===== src/rtl/cpu_trace_pkg.sv =====
// Shared encodings for the trace run-control block: host ops, control states
// and bit positions inside the packed status word.
package cpu_trace_pkg;

    localparam logic [1:0] OP_STEP  = 2'd0;
    localparam logic [1:0] OP_RUN   = 2'd1;
    localparam logic [1:0] OP_STOP  = 2'd2;
    localparam logic [1:0] OP_CLEAR = 2'd3;

    typedef enum logic [1:0] {
        ST_HALT      = 2'd0,
        ST_RUN       = 2'd1,
        ST_STEP      = 2'd2,
        ST_FULL_WAIT = 2'd3
    } trace_state_e;

    localparam int SO_STATE_LO = 0;
    localparam int SO_OVERFLOW = 2;
    localparam int SO_STALL    = 3;
    localparam int SO_VALID    = 4;
    localparam int SO_COUNT_LO = 8;

endpackage


===== src/rtl/cpu_trace_fifo.sv =====
// Synchronous trace FIFO with flush; a push while full succeeds only when a
// pop happens in the same cycle.
module cpu_trace_fifo #(
    parameter int WIDTH = 128,
    parameter int DEPTH = 16
) (
    input  logic                   clock,
    input  logic                   reset,
    input  logic                   flush,
    input  logic                   push,
    input  logic                   pop,
    input  logic [WIDTH-1:0]       wdata,
    output logic [WIDTH-1:0]       rdata,
    output logic [$clog2(DEPTH):0] count,
    output logic                   full,
    output logic                   empty
);

    localparam int AW = $clog2(DEPTH);
    localparam logic [AW:0] FULL_COUNT = (AW + 1)'(DEPTH);

    logic [WIDTH-1:0] mem [DEPTH];
    logic [AW-1:0]    wr_ptr;
    logic [AW-1:0]    rd_ptr;
    logic             do_pop;
    logic             do_push;

    assign empty   = (count == '0);
    assign full    = (count == FULL_COUNT);
    assign do_pop  = pop & ~empty & ~flush;
    assign do_push = push & (~full | do_pop) & ~flush;
    // Head reads as zero while empty so the output never shows stale words.
    assign rdata   = empty ? '0 : mem[rd_ptr];

    always_ff @(posedge clock) begin
        if (reset || flush) begin
            wr_ptr <= '0;
            rd_ptr <= '0;
            count  <= '0;
        end else begin
            if (do_push) wr_ptr <= wr_ptr + 1'b1;
            if (do_pop)  rd_ptr <= rd_ptr + 1'b1;
            if (do_push && !do_pop)      count <= count + 1'b1;
            else if (!do_push && do_pop) count <= count - 1'b1;
        end
    end

    always_ff @(posedge clock) begin
        if (do_push) mem[wr_ptr] <= wdata;
    end

endmodule


===== src/rtl/cpu_trace_ctrl.sv =====
// Host run-control (run / stop / N-step) and trace capture for cpu_top, with
// stall back-pressure when the trace FIFO nears full.
module cpu_trace_ctrl
    import cpu_trace_pkg::*;
#(
    parameter int TRACE_W       = 128,
    parameter int DEPTH         = 16,
    parameter int STEP_W        = 32,
    parameter int SKID          = 2,
    parameter int STALL_ON_FULL = 1
) (
    input  logic               clock,
    input  logic               reset,
    input  logic               host_cmd_valid,
    output logic               host_cmd_ready,
    input  logic [1:0]         host_cmd_op,
    input  logic [STEP_W-1:0]  host_cmd_arg,
    input  logic [TRACE_W-1:0] trace_in,
    input  logic               trace_valid_in,
    output logic               stall_out,
    output logic               resume_out,
    output logic [TRACE_W-1:0] trace_out,
    output logic               trace_out_valid,
    input  logic               trace_out_ready,
    output logic [31:0]        state_out
);

    localparam int CW = $clog2(DEPTH) + 1;
    localparam logic [CW-1:0] FULL_MARK = CW'(DEPTH - SKID);
    localparam logic [CW-1:0] HALF_MARK = CW'(DEPTH / 2);

    trace_state_e      state_q, state_d;
    trace_state_e      saved_q, saved_d;
    logic [STEP_W-1:0] step_q, step_d;
    logic              stall_q, stall_d;
    logic              resume_q;
    logic              overflow_q;
    logic              ready_q;

    logic [CW-1:0]     fifo_count;
    logic              fifo_full;
    logic              fifo_empty;
    logic [CW-1:0]     cnt_after;
    logic              cmd_ok, is_run, is_stop, is_step, do_clear;
    logic              pop_ok, push_ok, drop, near_full;
    logic [31:0]       cnt_wide;

    // Commands are accepted whenever valid is high once reset has been left;
    // ready is a registered constant 1 outside reset.
    assign cmd_ok   = host_cmd_valid & ready_q;
    assign is_run   = cmd_ok & (host_cmd_op == OP_RUN);
    assign is_stop  = cmd_ok & (host_cmd_op == OP_STOP);
    assign is_step  = cmd_ok & (host_cmd_op == OP_STEP);
    assign do_clear = cmd_ok & (host_cmd_op == OP_CLEAR);

    assign pop_ok    = trace_out_ready & ~fifo_empty & ~do_clear;
    assign push_ok   = trace_valid_in & (~fifo_full | pop_ok) & ~do_clear;
    assign drop      = trace_valid_in & fifo_full & ~pop_ok & ~do_clear;
    assign near_full = (STALL_ON_FULL != 0) && (cnt_after >= FULL_MARK);

    cpu_trace_fifo #(
        .WIDTH (TRACE_W),
        .DEPTH (DEPTH)
    ) u_fifo (
        .clock (clock),
        .reset (reset),
        .flush (do_clear),
        .push  (trace_valid_in),
        .pop   (trace_out_ready),
        .wdata (trace_in),
        .rdata (trace_out),
        .count (fifo_count),
        .full  (fifo_full),
        .empty (fifo_empty)
    );

    always_comb begin
        cnt_after = fifo_count;
        if (do_clear)               cnt_after = '0;
        else if (push_ok && !pop_ok) cnt_after = fifo_count + 1'b1;
        else if (!push_ok && pop_ok) cnt_after = fifo_count - 1'b1;
    end

    // Entering a running mode with the FIFO already near full goes straight
    // to FULL_WAIT so the CPU never sees a one-cycle release.
    always_comb begin
        state_d = state_q;
        saved_d = saved_q;
        step_d  = step_q;
        case (state_q)
            ST_HALT: begin
                if (is_run) begin
                    saved_d = ST_RUN;
                    state_d = near_full ? ST_FULL_WAIT : ST_RUN;
                end else if (is_step && host_cmd_arg != '0) begin
                    step_d  = host_cmd_arg;
                    saved_d = ST_STEP;
                    state_d = near_full ? ST_FULL_WAIT : ST_STEP;
                end
            end
            ST_RUN: begin
                if (is_stop) begin
                    state_d = ST_HALT;
                end else if (near_full) begin
                    saved_d = ST_RUN;
                    state_d = ST_FULL_WAIT;
                end
            end
            ST_STEP: begin
                if (is_stop) begin
                    step_d  = '0;
                    state_d = ST_HALT;
                end else if (is_run) begin
                    saved_d = ST_RUN;
                    state_d = near_full ? ST_FULL_WAIT : ST_RUN;
                end else begin
                    if (trace_valid_in && step_q != '0) step_d = step_q - 1'b1;
                    if (trace_valid_in && step_q == STEP_W'(1)) begin
                        state_d = ST_HALT;
                    end else if (near_full) begin
                        saved_d = ST_STEP;
                        state_d = ST_FULL_WAIT;
                    end
                end
            end
            ST_FULL_WAIT: begin
                if (is_stop) begin
                    step_d  = '0;
                    state_d = ST_HALT;
                end else if (cnt_after <= HALF_MARK) begin
                    state_d = saved_q;
                end
            end
            default: state_d = ST_HALT;
        endcase
        stall_d = (state_d == ST_HALT) || (state_d == ST_FULL_WAIT);
    end

    always_ff @(posedge clock) begin
        if (reset) begin
            state_q    <= ST_HALT;
            saved_q    <= ST_RUN;
            step_q     <= '0;
            stall_q    <= 1'b1;
            resume_q   <= 1'b0;
            overflow_q <= 1'b0;
            ready_q    <= 1'b0;
        end else begin
            state_q  <= state_d;
            saved_q  <= saved_d;
            step_q   <= step_d;
            stall_q  <= stall_d;
            resume_q <= stall_q & ~stall_d;
            ready_q  <= 1'b1;
            if (do_clear)  overflow_q <= 1'b0;
            else if (drop) overflow_q <= 1'b1;
        end
    end

    assign host_cmd_ready  = ready_q;
    assign stall_out       = stall_q;
    assign resume_out      = resume_q;
    assign trace_out_valid = ~fifo_empty;

    always_comb begin
        cnt_wide  = 32'(fifo_count);
        state_out = '0;
        state_out[SO_STATE_LO +: 2] = state_q;
        state_out[SO_OVERFLOW]      = overflow_q;
        state_out[SO_STALL]         = stall_q;
        state_out[SO_VALID]         = ~fifo_empty;
        state_out[SO_COUNT_LO +: 8] = (cnt_wide > 32'd255) ? 8'hFF : cnt_wide[7:0];
    end

endmodule


===== config.mk =====
export PLATFORM = sky130hd
export DESIGN_NAME = cpu_trace_ctrl
export DESIGN_NICKNAME = d
export VERILOG_FILES = /design/src/rtl/cpu_trace_pkg.sv /design/src/rtl/cpu_trace_fifo.sv /design/src/rtl/cpu_trace_ctrl.sv
export SDC_FILE = /design/constraint.sdc
export NUM_CORES = 2
export LEC_CHECK = 0
export ABC_AREA = 1
export CORE_MARGIN = 2
export CORE_UTILIZATION = 36
export CTS_CLUSTER_DIAMETER = 200
export DETAILED_ROUTE_END_ITERATION = 16
export SLEW_MARGIN = 20
export SYNTH_ARGS = -nofsm -noshare
export SYNTH_HDL_FRONTEND = slang
export SYNTH_SLANG_ARGS = --single-unit

===== constraint.sdc =====
create_clock -name clock -period 10.28 [get_ports clock]
set_input_delay 1.028 -clock clock [delete_from_list [all_inputs] [get_ports clock]]
set_output_delay 1.028 -clock clock [all_outputs]
set_load 0.005 [all_outputs]

==> metrics.txt <==
worst min-delay path startpoint=stall_out; number of flops mapped to enable cells by yosys=a little over 2k; Reg clk slew, reported paths=60 ps; MaxCap Viol Count=0; kind of start point of the critical path=flip-flop; Ys Warns=0; arrival time at the worst endpoint=~5400 ps; first-pass GRT wire length=337000 um; hold depth=2; Critical R2R Launch=u_fifo.count[0]; clock insertion delay at the later pin of the skew report=around 840 ps; fraction of registers with async set or reset after synthesis=0; number of core rows=between 150 and 200; synth unique cells=between 40 and 50; total of cells resized after clock tree synthesis=0; post-CTS setup-driven buffer insertion count=0; area added between synthesis and finish=14.9%; syn avg cell area=about 14 um^2; final worst path period share=0.626; total CTS buffers=206; cell at the root of the clock tree=sky130_fd_sc_hd__clkbuf_16; level count of the clock H-tree=4; Routed wire per std cell=24.4 um; half-perimeter wire length of the detailed placement result=roughly 110000 um; Hold Fails Final Rpt=0; Final Routed Wirelength=roughly 230000 um; pin count of the biggest net entering global routing=between 200 and 250; total clock sinks=~2.1k; Pwr Density=about 220 mW/mm^2; highest ir drop seen on vdd=around 0.00017 V; Finish-stage setup viols=0; clock tree from TritonCTS=done; type of the setup path with the least slack=reg -> out; class of the worst hold path=reg -> reg; Reg2Reg Depth=9; total routing resource utilization after global routing=0.191; reg-to-reg endpoint=u_fifo.mem[11][82]; Worst slew margin=0.130; setup total negative slack=0 ps; effective utilization at floorplan=0.363; netlist area before placement=between 0.08 and 0.09 mm^2; leakage power total=around 29 nW; unrepaired setup endpoints after global routing=false; count of input and output buffers=~310; 1st-pass router iterations=8; synthesized instance count=6047; post-synthesis sequential element count=between 2k and 2.5k; transition time of the tightest slew-check pin=1310 ps; number of placed instances with taps included=8981; maximum buffer depth of the clock tree=3; number of primary I/O pins=roughly 330; final cell count without fillers=approximately 9.4k; Residual DRC=0; Endpoint, Worst Hold=resume_out; data required time of the critical path=between 9000 and 10000 ps; die area=about 0.23 mm^2; number of antenna violations at the first check in global routing=43; share of layout cells above drive strength 1=0.0635; final core utilization=0.417; vias in the first global route=slightly above 50k; highest achievable clock rate=about 0.16 GHz; Final ANT Viol Nets=0; category of the worst setup path capture point=primary output; final critical path time including I/O delays and setup=approximately 6400 ps; y dimension of the die=approximately 480 um; run status=finished, final reports clean; Final nets=6358; Reg2Reg Setup Slack=between 5000 and 6000 ps; core region area=around 0.23 mm^2; number of slew-limit violations in the final report=0; residual overflow from global routing=0; die outline width=~480 um; violation count after the first detailed-route iteration=roughly 5.3k; Main synth FF type=sky130_fd_sc_hd__edfxtp_1; highest fanout seen on the critical path=90; sequential area share after synthesis=0.759; number of buffers inserted for hold repair after clock tree synthesis=0; via/cell ratio=roughly 5.6; placer's final routability congestion estimate=0.778; Max Clock Skew=38.0 ps; via count=approximately 52k
==> how the worst max path moves through the flow <==
stage	slack, ps	to	cells past startpoint	start
2_1_floorplan	2370	u_fifo.mem[11][0]	7	host_cmd_valid
3_3_place_gp	4670	trace_out[44]	7	flip-flop
3_5_place_dp	4600	trace_out[44]	7	flip-flop
4_1_cts	3660	trace_out[44]	7	flip-flop
5_1_grt	3400	trace_out[44]	7	flip-flop
6_report	3850	trace_out[44]	7	flip-flop
==> cell families after synthesis <==
group,share of synthesized area
and+or+nand+nor,0.0702
DFF,0.759
buffers and inverters,0.0266
AOI/OAI and AO/OA,0.142
xor gates and xnor gates,0.000955
other,0.0000454
adders and majority gates,0.00152
==> synth_stat cells, types with 2 or more instances <==
library cell,instances,area share
sky130_fd_sc_hd__buf_2,30,0.0018
sky130_fd_sc_hd__or2_2,3,0.00023
sky130_fd_sc_hd__nand3_4,3,0.00064
sky130_fd_sc_hd__nand3_1,142,0.0086
sky130_fd_sc_hd__nor2_2,9,0.00068
sky130_fd_sc_hd__xnor2_1,3,0.00032
sky130_fd_sc_hd__a22oi_1,3,0.00027
sky130_fd_sc_hd__nand4_1,10,0.00076
sky130_fd_sc_hd__a31oi_1,6,0.00045
sky130_fd_sc_hd__ha_1,10,0.0015
sky130_fd_sc_hd__nand2_1,119,0.0054
sky130_fd_sc_hd__buf_4,25,0.0023
sky130_fd_sc_hd__o21ai_0,1071,0.065
sky130_fd_sc_hd__nor3_1,7,0.00042
sky130_fd_sc_hd__a221oi_1,5,0.00053
sky130_fd_sc_hd__a21oi_1,177,0.011
sky130_fd_sc_hd__dfxtp_1,57,0.014
sky130_fd_sc_hd__inv_1,64,0.0029
sky130_fd_sc_hd__clkinv_1,2,0.000091
sky130_fd_sc_hd__nor2_4,3,0.00041
sky130_fd_sc_hd__nor2_1,1108,0.050
sky130_fd_sc_hd__o22ai_1,147,0.011
sky130_fd_sc_hd__clkbuf_1,406,0.018
sky130_fd_sc_hd__a21o_1,2,0.00018
sky130_fd_sc_hd__xor2_1,6,0.00064
sky130_fd_sc_hd__nand3_2,4,0.00049
sky130_fd_sc_hd__nor3_4,3,0.00059
sky130_fd_sc_hd__edfxtp_1,2048,0.74
sky130_fd_sc_hd__inv_2,7,0.00032
sky130_fd_sc_hd__a211oi_1,6,0.00055
sky130_fd_sc_hd__buf_1,17,0.00077
sky130_fd_sc_hd__o211ai_1,149,0.014
sky130_fd_sc_hd__nor4_1,14,0.0011
sky130_fd_sc_hd__o221ai_1,365,0.039
sky130_fd_sc_hd__nand2_2,5,0.00038
==> cell usage in the layout, fill, tap and decap left out, types with 9 or more instances in the layout <==
cell | Yosys | routed
sky130_fd_sc_hd__nand2_1 | 119 | 119
sky130_fd_sc_hd__o221ai_1 | 365 | 365
sky130_fd_sc_hd__diode_2 | 0 | 12
sky130_fd_sc_hd__clkinv_2 | 0 | 30
sky130_fd_sc_hd__nor2_2 | 9 | 9
sky130_fd_sc_hd__buf_4 | 25 | 53
sky130_fd_sc_hd__clkbuf_1 | 406 | 60
sky130_fd_sc_hd__nor4_1 | 14 | 14
sky130_fd_sc_hd__inv_1 | 64 | 62
sky130_fd_sc_hd__conb_1 | 1 | 22
sky130_fd_sc_hd__nor2_4 | 3 | 19
sky130_fd_sc_hd__dfxtp_1 | 57 | 53
sky130_fd_sc_hd__o22ai_1 | 147 | 147
sky130_fd_sc_hd__nand4_1 | 10 | 10
sky130_fd_sc_hd__nand3_1 | 142 | 142
sky130_fd_sc_hd__clkdlybuf4s50_1 | 0 | 308
sky130_fd_sc_hd__o21ai_0 | 1071 | 1071
sky130_fd_sc_hd__ha_1 | 10 | 10
sky130_fd_sc_hd__edfxtp_1 | 2048 | 2048
sky130_fd_sc_hd__a21oi_1 | 177 | 177
sky130_fd_sc_hd__clkbuf_16 | 0 | 206
sky130_fd_sc_hd__buf_12 | 0 | 22
sky130_fd_sc_hd__nor2_1 | 1108 | 1092
sky130_fd_sc_hd__clkinv_1 | 2 | 48
sky130_fd_sc_hd__o211ai_1 | 149 | 149
==> critical path, stage by stage (launching register included) <==
cell and delay, ps:
sky130_fd_sc_hd__dfxtp_4 870, sky130_fd_sc_hd__buf_4 800, sky130_fd_sc_hd__buf_4 770, sky130_fd_sc_hd__o21ai_0 200
sky130_fd_sc_hd__o221ai_1 270, sky130_fd_sc_hd__nand3_1 130, sky130_fd_sc_hd__a21oi_1 640, sky130_fd_sc_hd__clkdlybuf4s50_1 660
==> routing by layer <==
metal / track usage / up-vias / routed length (um)
met3: 0.0390 / 366 / 18000
met4: 0.0508 / 40 / 4830
met2: 0.307 / 2005 / 108000
met5: 0 / - / 251
li1: - / 23400 / -
met1: 0.264 / 26600 / 97900
==> metrics by stage <==
stage          power (mW)  setup slack (ps)  hold WS [ps]  cell area [um^2]
6_report             20.6              3850           458             94900
5_1_grt              21.5              3400           505             94900
4_1_cts              20.8              3660           463             94800
3_5_place_dp         13.7              4600           451             88500
3_3_place_gp         13.6              4670           447             88500
2_1_floorplan        12.0              2370           430             82600
==> registers in the layout, indices dropped and copies added, names as in the netlist, named ones only <==
name and cells:
stall_out 1, resume_out 1, u_fifo.count 5, step_q 32, saved_q 2, host_cmd_ready 1, state_q 2, u_fifo.mem 2048
u_fifo.wr_ptr 4, u_fifo.rd_ptr 4, overflow_q 1
==> report_power, final <==
group / switching [mW] / leakage [nW] / internal, mW / total, mW
logic: 2.50 / 7.29 / 1.27 / 3.76
registers: 0.126 / 19.0 / 9.61 / 9.73
clock network: 3.24 / 3.04 / 3.86 / 7.10
total: 5.86 / 29.3 / 14.7 / 20.6
==> cell type report <==
class | instances | area [um^2]
diodes | 12 | 30.0
clock buffers | 266 | 5380
clock inverters | 107 | 902
fillers | 20700 | 133000
inverters | 73 | 312
multi-input cells | 3412 | 17900
flip-flops and latches | 2105 | 62700
well taps | 3009 | 3760
repair buffers | 383 | 3920
Power figures use the tool's default switching activity.
